<file path="src/rtl/siso_shift_ctrl_if.sv">
// siso_shift_ctrl_if -- frame request / serial output bundle for siso_shift_ctrl.
//
// Parameter N : frame width in bits (2..32).
// master modport (frame source side):
//   start_in, data_in[N-1:0], abort_in                        -> controller
//   ready_out, ser_out, shift_en_out, busy_out, done_out,
//   bit_cnt_out[$clog2(N):0]                                  <- controller
// slave modport (controller side): the same signals with opposite directions.
interface siso_shift_ctrl_if #(
  parameter int N = 4
);
  localparam int CW = $clog2(N) + 1;

  logic          start_in;
  logic [N-1:0]  data_in;
  logic          abort_in;
  logic          ready_out;
  logic          ser_out;
  logic          shift_en_out;
  logic          busy_out;
  logic          done_out;
  logic [CW-1:0] bit_cnt_out;

  modport master (
    output start_in, data_in, abort_in,
    input  ready_out, ser_out, shift_en_out, busy_out, done_out, bit_cnt_out
  );

  modport slave (
    input  start_in, data_in, abort_in,
    output ready_out, ser_out, shift_en_out, busy_out, done_out, bit_cnt_out
  );
endinterface

</file>
<file path="src/rtl/siso_shift_ctrl.sv">
// siso_shift_ctrl -- converts a parallel N-bit word into an MSB-first serial
// frame for a downstream SISO shift register.
//
// Ports:
//   clk          : single clock, all state changes on the rising edge
//   reset_al_in  : asynchronous active-low reset, forces IDLE
//   bus (slave)  : start_in / data_in / abort_in request side,
//                  ready_out / ser_out / shift_en_out / busy_out / done_out /
//                  bit_cnt_out status and serial side
//
// Frame: accept (start_in & ready_out), N data bits MSB-first with
// shift_en_out high, optional even-parity bit, one-cycle done_out, back to IDLE.
// abort_in in SHIFT/PARITY drops the frame without done_out; abort_in beats
// start_in in IDLE and is ignored in DONE.
//
// Build option: define SISO_SHIFT_CTRL_PARITY_EN to append the even-parity bit
// (PARITY state, bit_cnt_out = N). Undefined: SHIFT goes straight to DONE.
//
// All outputs decode from state and registers only; no input reaches an
// output combinationally.
module siso_shift_ctrl #(
  parameter int N = 4
) (
  input  logic             clk,
  input  logic             reset_al_in,
  siso_shift_ctrl_if.slave bus
);

  localparam int CW = $clog2(N) + 1;
  localparam logic [CW-1:0] LAST_IDX = CW'(N - 1);

  typedef enum logic [1:0] {
    IDLE   = 2'd0,
    SHIFT  = 2'd1,
`ifdef SISO_SHIFT_CTRL_PARITY_EN
    PARITY = 2'd2,
`endif
    DONE   = 2'd3
  } state_t;

  state_t        state;
  state_t        state_nxt;
  logic [N-1:0]  hold;
  logic [CW-1:0] cnt;
  logic          accept;
  logic          last_bit;
`ifdef SISO_SHIFT_CTRL_PARITY_EN
  // Parity is taken from the word at acceptance because the hold register
  // is consumed by shifting before the parity bit goes out.
  logic          par;
`endif

  always_comb begin
    accept   = (state == IDLE) && bus.start_in && !bus.abort_in;
    last_bit = (cnt == LAST_IDX);
  end

  // State register
  always_ff @(posedge clk or negedge reset_al_in) begin
    if (!reset_al_in) begin
      state <= IDLE;
    end else begin
      state <= state_nxt;
    end
  end

  // Next-state logic
  always_comb begin
    state_nxt = state;
    unique case (state)
      IDLE: begin
        if (accept) state_nxt = SHIFT;
      end
      SHIFT: begin
        if (bus.abort_in) begin
          state_nxt = IDLE;
        end else if (last_bit) begin
`ifdef SISO_SHIFT_CTRL_PARITY_EN
          state_nxt = PARITY;
`else
          state_nxt = DONE;
`endif
        end
      end
`ifdef SISO_SHIFT_CTRL_PARITY_EN
      PARITY: begin
        state_nxt = bus.abort_in ? IDLE : DONE;
      end
`endif
      DONE: begin
        state_nxt = IDLE;
      end
      default: begin
        state_nxt = IDLE;
      end
    endcase
  end

  // Hold register and bit counter
  always_ff @(posedge clk or negedge reset_al_in) begin
    if (!reset_al_in) begin
      hold <= '0;
      cnt  <= '0;
`ifdef SISO_SHIFT_CTRL_PARITY_EN
      par  <= 1'b0;
`endif
    end else begin
      unique case (state)
        IDLE: begin
          if (accept) begin
            hold <= bus.data_in;
            cnt  <= '0;
`ifdef SISO_SHIFT_CTRL_PARITY_EN
            par  <= ^bus.data_in;
`endif
          end
        end
        SHIFT: begin
          if (bus.abort_in) begin
            cnt <= '0;
          end else begin
            hold <= {hold[N-2:0], 1'b0};
            if (last_bit) begin
              // Counter reaches N only when a parity bit follows; otherwise
              // it parks at zero so it never exceeds N-1.
`ifdef SISO_SHIFT_CTRL_PARITY_EN
              cnt <= cnt + 1'b1;
`else
              cnt <= '0;
`endif
            end else begin
              cnt <= cnt + 1'b1;
            end
          end
        end
`ifdef SISO_SHIFT_CTRL_PARITY_EN
        PARITY: begin
          cnt <= '0;
        end
`endif
        DONE: begin
          cnt <= '0;
        end
        default: begin
          cnt <= '0;
        end
      endcase
    end
  end

  // Output decode
  always_comb begin
    bus.ready_out    = (state == IDLE);
    bus.busy_out     = (state != IDLE);
    bus.done_out     = (state == DONE);
    bus.shift_en_out = 1'b0;
    bus.ser_out      = 1'b0;
    bus.bit_cnt_out  = cnt;
    unique case (state)
      SHIFT: begin
        bus.shift_en_out = 1'b1;
        bus.ser_out      = hold[N-1];
      end
`ifdef SISO_SHIFT_CTRL_PARITY_EN
      PARITY: begin
        bus.shift_en_out = 1'b1;
        bus.ser_out      = par;
      end
`endif
      default: begin
        bus.shift_en_out = 1'b0;
        bus.ser_out      = 1'b0;
      end
    endcase
  end

endmodule

</file>
<file path="src/flat_wrapper.sv">
// flat-port wrapper written by rule: the top's interface ports become plain ports
module siso_shift_ctrl_flat 
#(
  parameter int N = 4
)
  (clk, reset_al_in, bus_start_in, bus_data_in, bus_abort_in, bus_ready_out, bus_ser_out, bus_shift_en_out, bus_busy_out, bus_done_out, bus_bit_cnt_out);
  siso_shift_ctrl_if #(.N(N)) bus_i ();
  input  logic clk;
  input  logic reset_al_in;
  input wire logic [$bits(bus_i.start_in)-1:0] bus_start_in;
  input wire logic [$bits(bus_i.data_in)-1:0] bus_data_in;
  input wire logic [$bits(bus_i.abort_in)-1:0] bus_abort_in;
  output wire logic [$bits(bus_i.ready_out)-1:0] bus_ready_out;
  output wire logic [$bits(bus_i.ser_out)-1:0] bus_ser_out;
  output wire logic [$bits(bus_i.shift_en_out)-1:0] bus_shift_en_out;
  output wire logic [$bits(bus_i.busy_out)-1:0] bus_busy_out;
  output wire logic [$bits(bus_i.done_out)-1:0] bus_done_out;
  output wire logic [$bits(bus_i.bit_cnt_out)-1:0] bus_bit_cnt_out;
  assign bus_i.start_in = bus_start_in;
  assign bus_i.data_in = bus_data_in;
  assign bus_i.abort_in = bus_abort_in;
  assign bus_ready_out = bus_i.ready_out;
  assign bus_ser_out = bus_i.ser_out;
  assign bus_shift_en_out = bus_i.shift_en_out;
  assign bus_busy_out = bus_i.busy_out;
  assign bus_done_out = bus_i.done_out;
  assign bus_bit_cnt_out = bus_i.bit_cnt_out;
  siso_shift_ctrl #(.N(N)) u_core (.clk(clk), .reset_al_in(reset_al_in), .bus(bus_i));
endmodule
</file>
<file path="config.mk">
export PLATFORM = sky130hd
export DESIGN_NAME = siso_shift_ctrl_flat
export DESIGN_NICKNAME = d
export VERILOG_FILES = /design/src/rtl/siso_shift_ctrl_if.sv /design/src/rtl/siso_shift_ctrl.sv /design/src/flat_wrapper.sv
export SDC_FILE = /design/constraint.sdc
export NUM_CORES = 1
export LEC_CHECK = 0
export CAP_MARGIN = 20
export CORE_UTILIZATION = 35
export DETAILED_ROUTE_END_ITERATION = 10
export GPL_ROUTABILITY_DRIVEN = 0
export SYNTH_ARGS = -nofsm -noshare
export SYNTH_HDL_FRONTEND = slang
export SYNTH_SLANG_ARGS = --single-unit
</file>
<file path="constraint.sdc">
create_clock -name clk -period 1.5 [get_ports clk]
set_input_delay 0.3 -clock clk [delete_from_list [all_inputs] [get_ports clk]]
set_output_delay 0.3 -clock clk [all_outputs]
set_load 0.005 [all_outputs]
</file>
After elaboration in Yosys (flattened, before gate mapping)

Index checks and enable logic that the tools add are counted.

Bits in registers: 9
Input port bits: 8
Output and inout bits: 8
Word-level logic and storage cells: 31

$add $sub $neg: 1
Eq/ne operators: 6
Mux-type cells: 13
Reductions and logical operators: 8

Operators with widths:

| kind                                                   | count |
|---|---|
| two-way mux 3 bit                                      | 3 |
| two-way mux 4 bit                                      | 2 |
| one-hot mux 4 bit (2 select lines)                     | 1 |
| two-way mux 2 bit                                      | 3 |
| one-hot mux 3 bit (2 select lines)                     | 1 |
| one-hot mux 2 bit (2 select lines)                     | 1 |
| nonzero test 2 bit                                     | 2 |
| adder 3 x 1 -> 3 bit (second input constant)           | 1 |
| equality test 3 x 2 -> 1 bit (second input constant)   | 1 |
| inequality test 3 x 2 -> 1 bit (second input constant) | 1 |
| AND reduction 3 bit                                    | 1 |
| equality test 2 x 1 -> 1 bit (second input constant)   | 1 |
| equality test 2 bit (second input constant)            | 1 |
| logical AND 1 bit                                      | 2 |
| logical NOT 2 bit                                      | 1 |
| two-way mux 1 bit                                      | 2 |
| inequality test 2 x 1 -> 1 bit (second input constant) | 1 |
| inequality test 2 bit (second input constant)          | 1 |
| AND reduction 2 bit                                    | 1 |
| logical NOT 1 bit                                      | 1 |

Logic depth before layout (Yosys ltp)

Depth after elaboration: 5
Gate-level depth with buffers: 4
Mapped depth without buffers: 4

Least setup slack after synthesis

Ideal clock, no wire load.

Path kind: register to register
Start: register u_core.state[1]
End: register u_core.hold[1]
Library setup time: 0.125 ns
Arrival time: 1.245 ns
Required time: 1.375 ns
Slack: 0.130 ns
Stages on the path, launching flop included: 5
Path buffers: 1
Clock period less this slack: 1.370 ns
Path through: dfrtp_1 > nand2b_1 > buf_6 > mux2_4 > mux2_2

Word-level cells in the longest chain between the ends: 5
Elaborated cells on any way between the ends: 9
Classes of those cells: 3 x eq/ne; 1 x mux; 5 x reduce/logical

RTL lines:

| element                                  | RTL line                                      | text |
|---|---|---|
| start: declaration                       | siso_shift_ctrl.sv:41                         | `state_t state;` |
| start signal: assignment                 | siso_shift_ctrl.sv:63                         | `state <= state_nxt;` |
| logical NOT 2 bit                        | siso_shift_ctrl.sv:54, siso_shift_ctrl.sv:108 |  |
| logical AND 1 bit (2 in series)          | siso_shift_ctrl.sv:54                         | `accept = (state == IDLE) && bus.start_in && !bus.abort_in;` |
| inequality test 2 x 1 -> 1 bit (no line) | -                                             |  |
| AND reduction 3 bit (no line)            | -                                             |  |
| end signal: assignment                   | siso_shift_ctrl.sv:111                        | `hold <= bus.data_in;` |
| end signal: assignment                   | siso_shift_ctrl.sv:122                        | `hold <= {hold[N-2:0], 1'b0};` |
| end: declaration                         | siso_shift_ctrl.sv:43                         | `logic [N-1:0] hold;` |

Several ways; a longest one is shown, not always the timed one.
A chain may end at the register's enable or synchronous reset.

Worst setup path in the final report

Start: register u_core.cnt[2], in the netlist u_core.bus.bit_cnt_out[2]
End: output port bus_bit_cnt_out[2]

RTL lines:

| element                  | RTL line               | text |
|---|---|---|
| start: declaration       | siso_shift_ctrl.sv:44  | `logic [CW-1:0] cnt;` |
| start signal: assignment | siso_shift_ctrl.sv:132 | `cnt <= cnt + 1'b1;` |
| end: declaration         | flat_wrapper.sv:18     | `output wire logic [$bits(bus_i.bit_cnt_out)-1:0] bus_bit_cnt_out;` |

No word-level cell between the ends.

==> impl_results.md <==
- Final Setup Violations: 0
- Chip width: 39.29 um
- Total track usage: 0.1600
- IO Port Bufs: 15
- Power share of the combinational group: 0.261
- Area leader, netlist: dfrtp_1
- Multi-input logic area: 235.2 um2
- Crit path cell chain: clkdlybuf4s50_1
- ANT nets after route: 0
- Pin count of the biggest net entering global routing: 10
- TritonCTS clock tree: done
- PnR Total Power: roughly 0.65 mW
- Register area: 225.2 um2
- Hold/Removal Path Class: primary input to asynchronous set/reset pin
- Fin crit share: 0.9591
- Initial DRC Count: 4
- Power Density: 866.5 nW/um2
- Nets: 80
- Number of global-route vias before repair: 375
- Hold slack final: between 300 and 400 ps
- Starting Density: 0.3740
- Synth Register Bits: 9
- Filler cell count: about 120
- Sequential Power Share: 0.449
- List of most frequent post-synthesis cells: dfrtp_1, inv_1, mux2_4, mux2i_1
- Synth Flop Type: dfrtp_1
- Post-Syn Area: 486.7 um2
- Number of clock sinks: 9
- Final Max Tran Viols: 0
- Avg WL per Cell: 11.06 um
- Ports: 16
- Die area: approximately 1500 um2
- Buf+Inv Stages, Crit Path: 1
- Die Span Y: between 30 and 40 um
- Clk root buf: clkbuf_4
- Share of post-route cells with drive strength above 1: 0.3571
- Worst skew pair latency: 260 ps
- Worst Path Required: 1200 ps
- Async SR Flop Fraction: 1.000
- Fmax: 695.1 MHz
- Startpoint Class: flip-flop
- Rel. slew slack: 0.7208
- Syn. warnings: 0
- Clock transition at the registers of the reported paths: 60 ps
- WS Path Type: flip-flop to output port
- CP max stage cell: clkdlybuf4s50_1
- Crit path max fanout: 3
- Top cell type's share of synthesized area: 0.4627
- Max stage delay on crit path: 510 ps
- Setup TNS: 0 ps
- Register area share after synthesis: 0.4627
- DP HPWL: between 700 and 800 um
- Number of diodes: 0
- Crit path DAT: between 1000 and 1500 ps
- CORE AREA: 1301 um2
- Setup Skew: 4.007 ps
- Area Growth Syn to Fin: 53.73%
- Total gr overflow: 0
- TritonRoute pass-1 iters: 4
- RSZ-0062 raised after global routing: false
- Vias after detailed routing: between 400 and 500
- Minimum clock period: 1439 ps
- Sw Share: 0.2529
- Status: completed
- Clock power frac: 0.290
- Max cap viols: 0
- Delay-heaviest family, CP: buffers and inverters
- Static leakage: around 0.37 nW
- Synth area leaders: dfrtp_1, mux2_4, mux2i_1, inv_1, a211oi_4
- Pint: just under 0.5 mW
- Post-synth EDFFs: 0
- CP endpoint kind: output port
- Count leader, synth: dfrtp_1
- # rows: 13
- Sw Pwr: 0.1640 mW
- Worst-margin pin slew: between 400 and 500 ps
- Syn Nets: between 50 and 60
- H-tree levels: 1
- CTS max path bufs: 2
- Number of antenna violations at the first check in global routing: 0
- Final WL: 940 um
- Via density: between 4 and 5
- Final core utilization: 0.5750
- Mean Syn Cell Area: 11.59 um2
- Setup ws final: between 60 and 70 ps
- Synth cell types: 21
- Final Hold Vio Count: 0
- TritonCTS Buffers: 3
- VDD IR max: 0.6501 mV
- Mapped Cells: 42
- First-pass GRT wire length: 1.524 mm
- Worst slack at placement: -158.5 ps
- DRC: 0
[per-stage QoR]
stage	cells	area [um2]
after floorplan	42	486.7
after global placement	78	696.9
after detailed placement	78	696.9
after CTS	83	733.2
after global routing	85	748.2
final	85	748.2
[routing by layer]
layer,share of wire,track usage
met1,0.42,0.1720
met2,0.49,0.2625
met3,0.083,0.09091
met4,0.0043,0.05172
met5,0,0
[worst reg2reg max path: stages (launching register included)]
cell      delay, ps
dfrtp_1         400
buf_6           130
nand2b_4         60
buf_4           150
mux2_4          300
mux2_4          260
[power by group through the flow]
| stage | sequential (mW) | clock, mW | combinational (mW) |
|---|---|---|---|
| floorplan | 0.294 | 0 | 0.0832 |
| global placement | 0.297 | 0 | 0.162 |
| detailed placement | 0.298 | 0 | 0.163 |
| CTS | 0.293 | 0.195 | 0.163 |
| global route | 0.293 | 0.210 | 0.188 |
| finish | 0.291 | 0.188 | 0.169 |
[worst paths after layout]
path	to	depth (start not counted)	from	slack [ps]
max	bus_bit_cnt_out[2]	1	u_core.bus.bit_cnt_out[2]$_DFFE_PN0P_	60
min reg2reg	u_core.hold[2]$_DFFE_PN0P_	1	u_core.hold[2]$_DFFE_PN0P_	520
min in group clk	u_core.hold[2]$_DFFE_PN0P_	1	u_core.hold[2]$_DFFE_PN0P_	520
max reg2reg	u_core.hold[2]$_DFFE_PN0P_	5	u_core.state[0]$_DFFE_PN0P_	90
min	u_core.bus.bit_cnt_out[0]$_DFFE_PN0P_	1	reset_al_in	340
max in group asynchronous	u_core.hold[2]$_DFFE_PN0P_	1	reset_al_in	870
[sequential cells by signal, summed over array words and instances, names as in the netlist]
register and cells:
u_core.bus.bit_cnt_out 3, u_core.hold 4, u_core.state 2
[repair_timing]
| action | in CTS | in global routing |
|---|---|---|
| setup buffers | 1 | 2 |
| setup endpoints to repair | 5 | 5 |
| cloned | 0 | 0 |
| hold buffers | 0 | 0 |
| gates resized for setup | 7 | 9 |
| pin swaps | 0 | 0 |
[cell families after synthesis]
group / Yosys count / synth area share
simple gates: 12 / 0.1594
mux: 7 / 0.1774
fa+ha+maj: 1 / 0.02570
flops: 9 / 0.4627
compound gates: 6 / 0.1054
buf+inv: 7 / 0.06940
[cell type report]
type / count / area share
repair buffers: 25 / 0.2943
multi-input cells: 26 / 0.3144
clock buffers: 4 / 0.03512
inverters: 6 / 0.03010
well taps: 15 / 0.02508
flip-flops and latches: 9 / 0.3010
[placed cells by master, fill, tap and decap left out, types with 2 or more instances in the layout]
cell type,Yosys,layout
dfrtp_1,9,9
buf_6,1,3
buf_4,0,7
mux2_4,3,3
clkdlybuf4s50_1,0,10
a21oi_1,2,2
clkbuf_2,0,3
o211ai_1,2,2
nor2b_1,2,2
inv_1,6,6
mux2i_1,3,3
clkbuf_4,0,3
(Power assumes the default switching activity.)
